`config.mk`:
```
export PLATFORM = sky130hd
export DESIGN_NAME = router_row_engine_flat
export DESIGN_NICKNAME = d
export VERILOG_FILES = /design/src/rtl/router_row_engine_pkg.sv /design/src/rtl/router_row_engine_if.sv /design/src/rtl/router_row_engine_sync_fifo.sv /design/src/rtl/router_row_engine.sv /design/src/flat_wrapper.sv
export SDC_FILE = /design/constraint.sdc
export NUM_CORES = 1
export LEC_CHECK = 0
export CORE_UTILIZATION = 45
export CTS_CLUSTER_SIZE = 40
export DETAILED_ROUTE_END_ITERATION = 8
export SETUP_SLACK_MARGIN = 0.05
export SKIP_LAST_GASP = 1
export SYNTH_ARGS = -nofsm -noshare
export SYNTH_HDL_FRONTEND = slang
export SYNTH_HIERARCHICAL = 1
export SYNTH_SLANG_ARGS = --single-unit
```
`constraint.sdc`:
```
create_clock -name i_clk -period 11 [get_ports i_clk]
set_input_delay 2.2 -clock i_clk [delete_from_list [all_inputs] [get_ports i_clk]]
set_output_delay 2.2 -clock i_clk [all_outputs]
set_load 0.05 [all_outputs]
```
`src/rtl/router_row_engine_pkg.sv`:
```
// Shared types for the router row engine: FSM state encoding and
// window-size helpers used by the engine and its bench.
package router_pkg;

  // Engine is either waiting for a coordinate or emitting window addresses.
  typedef enum logic {
    IDLE = 1'b0,
    GEN  = 1'b1
  } row_state_t;

  localparam int unsigned DEF_KERNEL_SIZE = 3;
  localparam int unsigned WIN_LEN         = DEF_KERNEL_SIZE * DEF_KERNEL_SIZE;

  // Number of addresses in a KxK input window.
  function automatic int unsigned win_len(input int unsigned k);
    return k * k;
  endfunction

endpackage

```
`src/rtl/router_row_engine_if.sv`:
```
// Bus between the sequential router controller (master) and one row
// engine (slave). ROUTER_ROW_ERR_EN adds the sticky o_err status line.
//
// Handshake: the tile stream has no backpressure -- a word transfers on
// every clock where i_tile_valid is high during the compare phase, and the
// engine either takes it or ignores it. Drained data is a one-cycle
// o_data_valid pulse per word with no ready; the consumer must accept it.
interface router_row_engine_if #(
  parameter int ROW_COUNT  = 4,
  parameter int ADDR_WIDTH = 8,
  parameter int DATA_WIDTH = 8
);
  import router_pkg::*;

  logic                  i_reg_clear;
  logic [ADDR_WIDTH-1:0] i_start_addr;
  logic [ADDR_WIDTH-1:0] i_i_size;
  logic                  i_ag_en;
  logic [ROW_COUNT-1:0]  i_row_id;
  logic [ADDR_WIDTH-1:0] i_o_x;
  logic [ADDR_WIDTH-1:0] i_o_y;
  logic                  i_tile_read_en;
  logic                  i_ac_en;
  logic                  i_tile_valid;
  logic [ADDR_WIDTH-1:0] i_tile_addr;
  logic [DATA_WIDTH-1:0] i_tile_data;
  logic                  i_pop_en;
  logic                  o_addr_empty;
  logic                  o_data_empty;
  logic [DATA_WIDTH-1:0] o_data;
  logic                  o_data_valid;
  row_state_t            o_dbg_state;
`ifdef ROUTER_ROW_ERR_EN
  logic                  o_err;
`endif

`ifdef ROUTER_ROW_ERR_EN
  modport master (
    output i_reg_clear, i_start_addr, i_i_size, i_ag_en, i_row_id, i_o_x, i_o_y,
           i_tile_read_en, i_ac_en, i_tile_valid, i_tile_addr, i_tile_data, i_pop_en,
    input  o_addr_empty, o_data_empty, o_data, o_data_valid, o_dbg_state, o_err
  );
  modport slave (
    input  i_reg_clear, i_start_addr, i_i_size, i_ag_en, i_row_id, i_o_x, i_o_y,
           i_tile_read_en, i_ac_en, i_tile_valid, i_tile_addr, i_tile_data, i_pop_en,
    output o_addr_empty, o_data_empty, o_data, o_data_valid, o_dbg_state, o_err
  );
`else
  modport master (
    output i_reg_clear, i_start_addr, i_i_size, i_ag_en, i_row_id, i_o_x, i_o_y,
           i_tile_read_en, i_ac_en, i_tile_valid, i_tile_addr, i_tile_data, i_pop_en,
    input  o_addr_empty, o_data_empty, o_data, o_data_valid, o_dbg_state
  );
  modport slave (
    input  i_reg_clear, i_start_addr, i_i_size, i_ag_en, i_row_id, i_o_x, i_o_y,
           i_tile_read_en, i_ac_en, i_tile_valid, i_tile_addr, i_tile_data, i_pop_en,
    output o_addr_empty, o_data_empty, o_data, o_data_valid, o_dbg_state
  );
`endif

endinterface

```
`src/rtl/router_row_engine_sync_fifo.sv`:
```
// Single-clock FIFO with synchronous clear. Full/empty are registered from
// the post-update count so they reflect this cycle's push/pop.
// A push while full is accepted only if a pop frees a slot the same cycle.
module sync_fifo #(
  parameter int WIDTH = 8,
  parameter int DEPTH = 9
) (
  input  logic             i_clk,
  input  logic             i_nrst,
  input  logic             i_clear,
  input  logic             i_push,
  input  logic [WIDTH-1:0] i_wdata,
  input  logic             i_pop,
  output logic [WIDTH-1:0] o_head,
  output logic             o_full,
  output logic             o_empty
);
  localparam int PW = (DEPTH > 1) ? $clog2(DEPTH) : 1;
  localparam int CW = $clog2(DEPTH + 1);

  logic [WIDTH-1:0] r_mem [DEPTH];
  logic [PW-1:0]    r_wr_ptr;
  logic [PW-1:0]    r_rd_ptr;
  logic [CW-1:0]    r_count;
  logic             r_full;
  logic             r_empty;
  logic             w_do_push;
  logic             w_do_pop;
  logic [CW-1:0]    w_count_next;

  assign w_do_pop  = i_pop && !r_empty;
  assign w_do_push = i_push && (!r_full || w_do_pop);

  // Occupancy after this cycle's push/pop.
  always_comb begin
    w_count_next = r_count;
    if (w_do_push && !w_do_pop)
      w_count_next = r_count + 1'b1;
    else if (!w_do_push && w_do_pop)
      w_count_next = r_count - 1'b1;
  end

  // Pointers, count and status flags.
  always_ff @(posedge i_clk or negedge i_nrst) begin
    if (!i_nrst) begin
      r_wr_ptr <= '0;
      r_rd_ptr <= '0;
      r_count  <= '0;
      r_full   <= 1'b0;
      r_empty  <= 1'b1;
    end else if (i_clear) begin
      r_wr_ptr <= '0;
      r_rd_ptr <= '0;
      r_count  <= '0;
      r_full   <= 1'b0;
      r_empty  <= 1'b1;
    end else begin
      if (w_do_push)
        r_wr_ptr <= (r_wr_ptr == PW'(DEPTH - 1)) ? '0 : r_wr_ptr + 1'b1;
      if (w_do_pop)
        r_rd_ptr <= (r_rd_ptr == PW'(DEPTH - 1)) ? '0 : r_rd_ptr + 1'b1;
      r_count <= w_count_next;
      r_full  <= (w_count_next == CW'(DEPTH));
      r_empty <= (w_count_next == '0);
    end
  end

  // Storage is not reset; the pointers define which entries are live.
  always_ff @(posedge i_clk) begin
    if (w_do_push)
      r_mem[r_wr_ptr] <= i_wdata;
  end

  assign o_head  = r_mem[r_rd_ptr];
  assign o_full  = r_full;
  assign o_empty = r_empty;

endmodule

```
`src/rtl/router_row_engine.sv`:
```
// Per-row router engine: captures an output coordinate addressed to this
// row, expands it into KxK input-window addresses (address FIFO), matches
// them against the streamed tile (data FIFO), and drains hits on pop.
// Optional: define ROUTER_ROW_ERR_EN for the sticky o_err status bit.
module router_row_engine
  import router_pkg::*;
#(
  parameter int ROW_INDEX   = 0,
  parameter int ROW_COUNT   = 4,
  parameter int ADDR_WIDTH  = 8,
  parameter int DATA_WIDTH  = 8,
  parameter int KERNEL_SIZE = 3,
  parameter int STRIDE      = 1,
  parameter int FIFO_DEPTH  = 9
) (
  input  logic                i_clk,
  input  logic                i_nrst,
  router_row_engine_if.slave  bus
);
  localparam int WIN   = int'(win_len(KERNEL_SIZE));
  localparam int IDX_W = (WIN > 1) ? $clog2(WIN) : 1;
  localparam int KX_W  = (KERNEL_SIZE > 1) ? $clog2(KERNEL_SIZE) : 1;
  localparam logic [ADDR_WIDTH-1:0] STRIDE_A = ADDR_WIDTH'(STRIDE);
  localparam logic [ROW_COUNT-1:0]  MY_ROW   = ROW_COUNT'(ROW_INDEX);

  row_state_t            r_state;
  logic [ADDR_WIDTH-1:0] r_row_base;
  logic [ADDR_WIDTH-1:0] r_pitch;
  logic [KX_W-1:0]       r_kx;
  logic [IDX_W-1:0]      r_gen_idx;
  logic [DATA_WIDTH-1:0] r_data;
  logic                  r_data_valid;

  logic                  w_hit_row;
  logic [ADDR_WIDTH-1:0] w_base;
  logic [ADDR_WIDTH-1:0] w_gen_addr;
  logic                  w_addr_push;
  logic                  w_addr_full;
  logic                  w_addr_empty;
  logic [ADDR_WIDTH-1:0] w_addr_head;
  logic                  w_cmp_hit;
  logic                  w_cmp_take;
  logic                  w_data_full;
  logic                  w_data_empty;
  logic [DATA_WIDTH-1:0] w_data_head;
  logic                  w_drain;

  assign w_hit_row = bus.i_ag_en && (bus.i_row_id == MY_ROW);

  // All terms are ADDR_WIDTH wide, so the sum wraps modulo 2^ADDR_WIDTH.
  assign w_base = bus.i_start_addr
                + bus.i_o_x * STRIDE_A * bus.i_i_size
                + bus.i_o_y * STRIDE_A;

  // r_row_base tracks the start of the current window row (base + ky*pitch).
  assign w_gen_addr  = r_row_base + ADDR_WIDTH'(r_kx);
  assign w_addr_push = (r_state == GEN) && !w_addr_full;

  // Only the head is compared; an ascending tile stream gives at most one hit.
  assign w_cmp_hit  = bus.i_tile_read_en && bus.i_ac_en && bus.i_tile_valid
                   && !w_addr_empty && (bus.i_tile_addr == w_addr_head);
  assign w_cmp_take = w_cmp_hit && !w_data_full;
  assign w_drain    = bus.i_pop_en && !w_data_empty;

  // Capture a coordinate in IDLE, then walk the window kx-inner, ky-outer.
  always_ff @(posedge i_clk or negedge i_nrst) begin
    if (!i_nrst) begin
      r_state    <= IDLE;
      r_row_base <= '0;
      r_pitch    <= '0;
      r_kx       <= '0;
      r_gen_idx  <= '0;
    end else if (bus.i_reg_clear) begin
      r_state    <= IDLE;
      r_row_base <= '0;
      r_pitch    <= '0;
      r_kx       <= '0;
      r_gen_idx  <= '0;
    end else begin
      case (r_state)
        IDLE: begin
          if (w_hit_row) begin
            r_row_base <= w_base;
            r_pitch    <= bus.i_i_size;
            r_kx       <= '0;
            r_gen_idx  <= '0;
            r_state    <= GEN;
          end
        end
        GEN: begin
          if (w_addr_push) begin
            if (r_gen_idx == IDX_W'(WIN - 1))
              r_state <= IDLE;
            else
              r_gen_idx <= r_gen_idx + 1'b1;
            if (r_kx == KX_W'(KERNEL_SIZE - 1)) begin
              r_kx       <= '0;
              r_row_base <= r_row_base + r_pitch;
            end else begin
              r_kx <= r_kx + 1'b1;
            end
          end
        end
        default: r_state <= IDLE;
      endcase
    end
  end

  sync_fifo #(.WIDTH(ADDR_WIDTH), .DEPTH(FIFO_DEPTH)) u_addr_fifo (
    .i_clk   (i_clk),
    .i_nrst  (i_nrst),
    .i_clear (bus.i_reg_clear),
    .i_push  (w_addr_push),
    .i_wdata (w_gen_addr),
    .i_pop   (w_cmp_take),
    .o_head  (w_addr_head),
    .o_full  (w_addr_full),
    .o_empty (w_addr_empty)
  );

  sync_fifo #(.WIDTH(DATA_WIDTH), .DEPTH(FIFO_DEPTH)) u_data_fifo (
    .i_clk   (i_clk),
    .i_nrst  (i_nrst),
    .i_clear (bus.i_reg_clear),
    .i_push  (w_cmp_take),
    .i_wdata (bus.i_tile_data),
    .i_pop   (w_drain),
    .o_head  (w_data_head),
    .o_full  (w_data_full),
    .o_empty (w_data_empty)
  );

  // Drain register: one-cycle valid per popped word, data holds otherwise.
  always_ff @(posedge i_clk or negedge i_nrst) begin
    if (!i_nrst) begin
      r_data       <= '0;
      r_data_valid <= 1'b0;
    end else if (bus.i_reg_clear) begin
      r_data       <= '0;
      r_data_valid <= 1'b0;
    end else begin
      r_data_valid <= w_drain;
      if (w_drain)
        r_data <= w_data_head;
    end
  end

`ifdef ROUTER_ROW_ERR_EN
  logic r_err;

  // Sticky: dropped coordinate, hit lost to a full data FIFO, or pop on empty.
  always_ff @(posedge i_clk or negedge i_nrst) begin
    if (!i_nrst)
      r_err <= 1'b0;
    else if (bus.i_reg_clear)
      r_err <= 1'b0;
    else if ((r_state == GEN && w_hit_row) ||
             (w_cmp_hit && w_data_full) ||
             (bus.i_pop_en && w_data_empty))
      r_err <= 1'b1;
  end

  assign bus.o_err = r_err;
`endif

  assign bus.o_addr_empty = w_addr_empty;
  assign bus.o_data_empty = w_data_empty;
  assign bus.o_data       = r_data;
  assign bus.o_data_valid = r_data_valid;
  assign bus.o_dbg_state  = r_state;

endmodule
```
`src/flat_wrapper.sv`:
```
// flat-port wrapper written by rule: the top's interface ports become plain ports
module router_row_engine_flat import router_pkg::*;
#(
  parameter int ROW_INDEX   = 0,
  parameter int ROW_COUNT   = 4,
  parameter int ADDR_WIDTH  = 8,
  parameter int DATA_WIDTH  = 8,
  parameter int KERNEL_SIZE = 3,
  parameter int STRIDE      = 1,
  parameter int FIFO_DEPTH  = 9
)
  (i_clk, i_nrst, bus_i_reg_clear, bus_i_start_addr, bus_i_i_size, bus_i_ag_en, bus_i_row_id, bus_i_o_x, bus_i_o_y, bus_i_tile_read_en, bus_i_ac_en, bus_i_tile_valid, bus_i_tile_addr, bus_i_tile_data, bus_i_pop_en, bus_o_addr_empty, bus_o_data_empty, bus_o_data, bus_o_data_valid, bus_o_dbg_state);
  router_row_engine_if #(.ROW_COUNT(ROW_COUNT), .ADDR_WIDTH(ADDR_WIDTH), .DATA_WIDTH(DATA_WIDTH)) bus_i ();
  input  logic i_clk;
  input  logic i_nrst;
  input wire logic [$bits(bus_i.i_reg_clear)-1:0] bus_i_reg_clear;
  input wire logic [$bits(bus_i.i_start_addr)-1:0] bus_i_start_addr;
  input wire logic [$bits(bus_i.i_i_size)-1:0] bus_i_i_size;
  input wire logic [$bits(bus_i.i_ag_en)-1:0] bus_i_ag_en;
  input wire logic [$bits(bus_i.i_row_id)-1:0] bus_i_row_id;
  input wire logic [$bits(bus_i.i_o_x)-1:0] bus_i_o_x;
  input wire logic [$bits(bus_i.i_o_y)-1:0] bus_i_o_y;
  input wire logic [$bits(bus_i.i_tile_read_en)-1:0] bus_i_tile_read_en;
  input wire logic [$bits(bus_i.i_ac_en)-1:0] bus_i_ac_en;
  input wire logic [$bits(bus_i.i_tile_valid)-1:0] bus_i_tile_valid;
  input wire logic [$bits(bus_i.i_tile_addr)-1:0] bus_i_tile_addr;
  input wire logic [$bits(bus_i.i_tile_data)-1:0] bus_i_tile_data;
  input wire logic [$bits(bus_i.i_pop_en)-1:0] bus_i_pop_en;
  output wire logic [$bits(bus_i.o_addr_empty)-1:0] bus_o_addr_empty;
  output wire logic [$bits(bus_i.o_data_empty)-1:0] bus_o_data_empty;
  output wire logic [$bits(bus_i.o_data)-1:0] bus_o_data;
  output wire logic [$bits(bus_i.o_data_valid)-1:0] bus_o_data_valid;
  output wire logic [$bits(bus_i.o_dbg_state)-1:0] bus_o_dbg_state;
  assign bus_i.i_reg_clear = bus_i_reg_clear;
  assign bus_i.i_start_addr = bus_i_start_addr;
  assign bus_i.i_i_size = bus_i_i_size;
  assign bus_i.i_ag_en = bus_i_ag_en;
  assign bus_i.i_row_id = bus_i_row_id;
  assign bus_i.i_o_x = bus_i_o_x;
  assign bus_i.i_o_y = bus_i_o_y;
  assign bus_i.i_tile_read_en = bus_i_tile_read_en;
  assign bus_i.i_ac_en = bus_i_ac_en;
  assign bus_i.i_tile_valid = bus_i_tile_valid;
  assign bus_i.i_tile_addr = bus_i_tile_addr;
  assign bus_i.i_tile_data = bus_i_tile_data;
  assign bus_i.i_pop_en = bus_i_pop_en;
  assign bus_o_addr_empty = bus_i.o_addr_empty;
  assign bus_o_data_empty = bus_i.o_data_empty;
  assign bus_o_data = bus_i.o_data;
  assign bus_o_data_valid = bus_i.o_data_valid;
  assign bus_o_dbg_state = bus_i.o_dbg_state;
  router_row_engine #(.ROW_INDEX(ROW_INDEX), .ROW_COUNT(ROW_COUNT), .ADDR_WIDTH(ADDR_WIDTH), .DATA_WIDTH(DATA_WIDTH), .KERNEL_SIZE(KERNEL_SIZE), .STRIDE(STRIDE), .FIFO_DEPTH(FIFO_DEPTH)) u_core (.i_clk(i_clk), .i_nrst(i_nrst), .bus(bus_i));
endmodule
```
==> summary.txt <==
Outcome
  – Result of the run: complete, no violations

Die
  – Horizontal extent of the die: approximately 160 microns
  – Floorplan core area: between 0.02 and 0.025 sq mm
  – DIE HEIGHT: around 160 microns
  – Row cnt: 55
  – Boundary pin count: 72
  – Die footprint: approximately 0.024 sq mm
  – Initial Util: 46.2%

Detailed routing
  – Final wirelength: about 21000 microns
  – Number of vias per cell after detailed routing: between 5 and 6
  – Number of DRC violations after detailed routing: 0
  – Routed via count: 6412
  – Number of antenna-violating nets in the routed design: 0
  – Initial detailed-routing violation count: 285
  – Average wire per standard cell: ~17 microns
  – Number of iterations in the first detailed-routing pass: 5

CTS
  – Count of cells resized by post-cts repair: 0
  – Setup bufs post-CTS: 0
  – CTS HTree Levels: 1
  – Worst-Skew Late Latency: 0.50 ns
  – Buffer levels on the longest clock path: 3
  – TritonCTS clock tree: built
  – Cts hold-fix bufs: 0
  – TritonCTS buffer count: 23
  – Clock transition at the register clock pins on the worst setup and hold paths after CTS: 0.06 ns
  – Library cell used as clock root buffer: sky130_fd_sc_hd__clkbuf_16
  – Sink Count: around 200

STA
  – Slew of the pin with the lowest slew margin: roughly 0.9 ns
  – Total Negative Setup Slacks: 0 ns
  – Rel. slew slack: about two fifths
  – Slew Viols, Final: 0
  – Crit path time final: 6.29 ns
  – Period utilisation layout: 57.2%
  – Maximum clock frequency: roughly 0.16 GHz
  – Final-report setup violation count: 0
  – Largest clock skew in the final design: 0.0158 ns
  – Setup repair after global routing missed its margin: no
  – Final-layout worst hold slack: 0.530 ns
  – Number of failing hold endpoints at the final stage: 0

Critical path
  – R2R depth: 11
  – Worst path most repeated cell: sky130_fd_sc_hd__fa_1
  – Data arrival time of the worst path: approximately 6.7 ns
  – Slowest stage cell, crit path: sky130_fd_sc_hd__clkdlybuf4s50_1
  – Required time of the critical path: roughly 11 ns
  – Maximum net fanout on the critical path: 9
  – Startpoint type of the worst setup path: primary input
  – CP endpoint kind: register
  – CP peak stage delay: roughly 0.68 ns
  – Ordered cell list for the critical path: clkdlybuf4s50_1, nand2_1, fa_1, inv_1, fa_1, ha_1, fa_1, inv_1, fa_1, inv_1, ha_1, a21oi_1, o21bai_1, a21oi_1, xnor3_1, nor2_1, o31ai_2
  – Startpoint-to-endpoint class of the critical path: primary input to register

Synth
  – Basic-gate share of the synthesized area counting and, or, nand and nor cells: roughly a tenth
  – Fraction of synthesized cell area in xor and xnor cells: between 4 and 5%
  – Distinct cells, synth: 55
  – Arithmetic-cell share of the synthesized area counting full adders, half adders and majority gates: 10.4%
  – Number of flops mapped to enable cells by yosys: approximately 140
  – Most used flip-flop cell after synthesis: sky130_fd_sc_hd__edfxtp_1
  – Main combinational cell family by area after synthesis: simple AND/OR/NAND/NOR gates
  – Synth async-reset ratio: roughly 29%
  – Share of cell area taken by muxes after synthesis: approximately 9%
  – Portion of the post-synthesis area used by sequential elements: a little under three fifths
  – Synthesized area per cell: roughly 13 sq um
  – Number of nets produced by synthesis: approximately 950
  – Cell Area, Synth: around 0.011 sq mm
  – Compound-cell area share of the yosys netlist: under 10%
  – Number of instances in the synthesized netlist: approximately 800
  – Yosys reg bits: roughly 200
  – Warnings, synthesis: 6

Global routing
  – Grt ovf: 0
  – Total routing resource utilization after global routing: 18.5%
  – Pin count of the biggest net entering global routing: between 60 and 70
  – Number of antenna violations at the first check in global routing: 0
  – Vias in the first global route: roughly 6700
  – First-pass GRT wire length: between 30000 and 40000 microns

Place
  – Sum of net half-perimeters after detailed placement: around 15000 microns
  – Final estimated routing congestion in global placement: roughly 0.83
  – PortBufs: slightly above 70
  – Cell area after placement: 0.0115 sq mm

Hold path
  – WHS Path Cells: 2
  – Class of the most critical hold timing path: register to register

Finish
  – Total inserted antenna cells: 0
  – Non-Filler Cell Area, Final: 0.0122 sq mm
  – Area Growth Syn to Fin: 16.0%
  – Final nets: between 1000 and 1500
  – Leading cell type in the layout, fill and taps excluded: sky130_fd_sc_hd__edfxtp_1
  – Fraction of layout cells with a size suffix above 1: approximately a tenth
  – Leading cell types in the layout, fill and taps excluded: 144 x sky130_fd_sc_hd__edfxtp_1, 110 x sky130_fd_sc_hd__nand2_1, 69 x sky130_fd_sc_hd__clkdlybuf4s50_1

Power and ir drop
  – Peak supply drop: between 100 and 150 uV
  – Total power divided by cell area: ~150 mW/mm^2
  – Post-route total power: between 1500 and 2000 uW
  – Leakage: 0.00459 uW

Run
  – Max_cap viols: 0
worst max-delay path: cells and delay by family:
kind / cells / cell delay, ns
adder cells (fa/ha/maj): 6 / 2.58
buffers and inverters: 4 / 0.82
AO/OA/AOI/OAI: 4 / 0.53
AND/OR/NAND/NOR: 2 / 0.25
XOR/XNOR: 1 / 0.24
synth_stat cells (23+ instances only):
library cell               count  area (sq um)
sky130_fd_sc_hd__a21oi_1      48           240
sky130_fd_sc_hd__and2_1       30           188
sky130_fd_sc_hd__dfrtp_1      58          1450
sky130_fd_sc_hd__edfxtp_1    144          4320
sky130_fd_sc_hd__fa_1         24           480
sky130_fd_sc_hd__ha_1         49           613
sky130_fd_sc_hd__inv_1        62           233
sky130_fd_sc_hd__mux2i_1      23           230
sky130_fd_sc_hd__mux4_2       32           721
sky130_fd_sc_hd__nand2_1     110           413
sky130_fd_sc_hd__nor2_1       25          93.8
sky130_fd_sc_hd__o21ai_0      26           130
sky130_fd_sc_hd__xnor2_1      39           342
power breakdown:
part           total, uW  switching, uW  internal (uW)  leakage, uW
combinational        316            165            152      0.00208
sequential           846           7.84            838      0.00216
clock                723            284            439     0.000347
total               1890            457           1430      0.00459
flip-flops by register name, summed over array words and instances, names as in the netlist, 8 cells and up:
signal                    flops
u_core/u_addr_fifo/r_mem     72
u_core/u_data_fifo/r_mem     72
u_core/bus.o_data             8
u_core/r_pitch                8
u_core/r_row_base             8
metrics by stage:
stage | std cells | worst slack [ns] | util, %
after detailed placement | 1181 | 4.19 | 50.5
final | 1221 | 4.71 | 53.6
after CTS | 1221 | 4.68 | 53.6
after global placement | 1181 | 4.30 | 50.5
after floorplan | 819 | 4.99 | -
after global routing | 1221 | 4.47 | 53.6
cell type report:
type	count	area [sq um]
Clock buffer	33	623
Clock inverter	7	87.6
Fill cell	1934	10600
Inverter	63	236
Multi-Input combinational cell	522	4310
Sequential cell	204	5830
Tap cell	313	392
Timing Repair Buffer	79	761
worst paths after layout:
check                                            endpoint  slack, ns                      startpoint
setup / recovery                     u_core/r_row_base[7]       4.71                 bus_i_i_size[0]
hold / removal                          u_core/r_pitch[3]       0.53               u_core/r_pitch[3]
setup reg to reg           u_core/u_addr_fifo/r_mem[5][4]       6.85  u_core/u_addr_fifo/r_rd_ptr[1]
hold reg to reg                         u_core/r_pitch[3]       0.53               u_core/r_pitch[3]
max in group asynchronous               u_core/r_pitch[1]       8.61                          i_nrst
min in group asynchronous  u_core/u_data_fifo/r_wr_ptr[1]       1.87                          i_nrst
cells by family (layout without fill, tap and decap cells):
kind of cell | after synthesis | count (layout)
and+or+nand+nor | 230 | 230
DFF | 204 | 204
AOI/OAI and AO/OA | 113 | 113
buffers and inverters | 93 | 182
adders and majority gates | 73 | 73
muxes | 56 | 56
xor gates and xnor gates | 50 | 50
routing by layer:
metal	track usage, %	wire length, microns	vias up
met5	0	0	-
met4	4.38	337	0
met3	2.42	622	26
met2	32.1	10600	109
met1	24.7	9590	3223
li1	-	-	3054
Note: power is estimated with default switching activity, not from simulation.
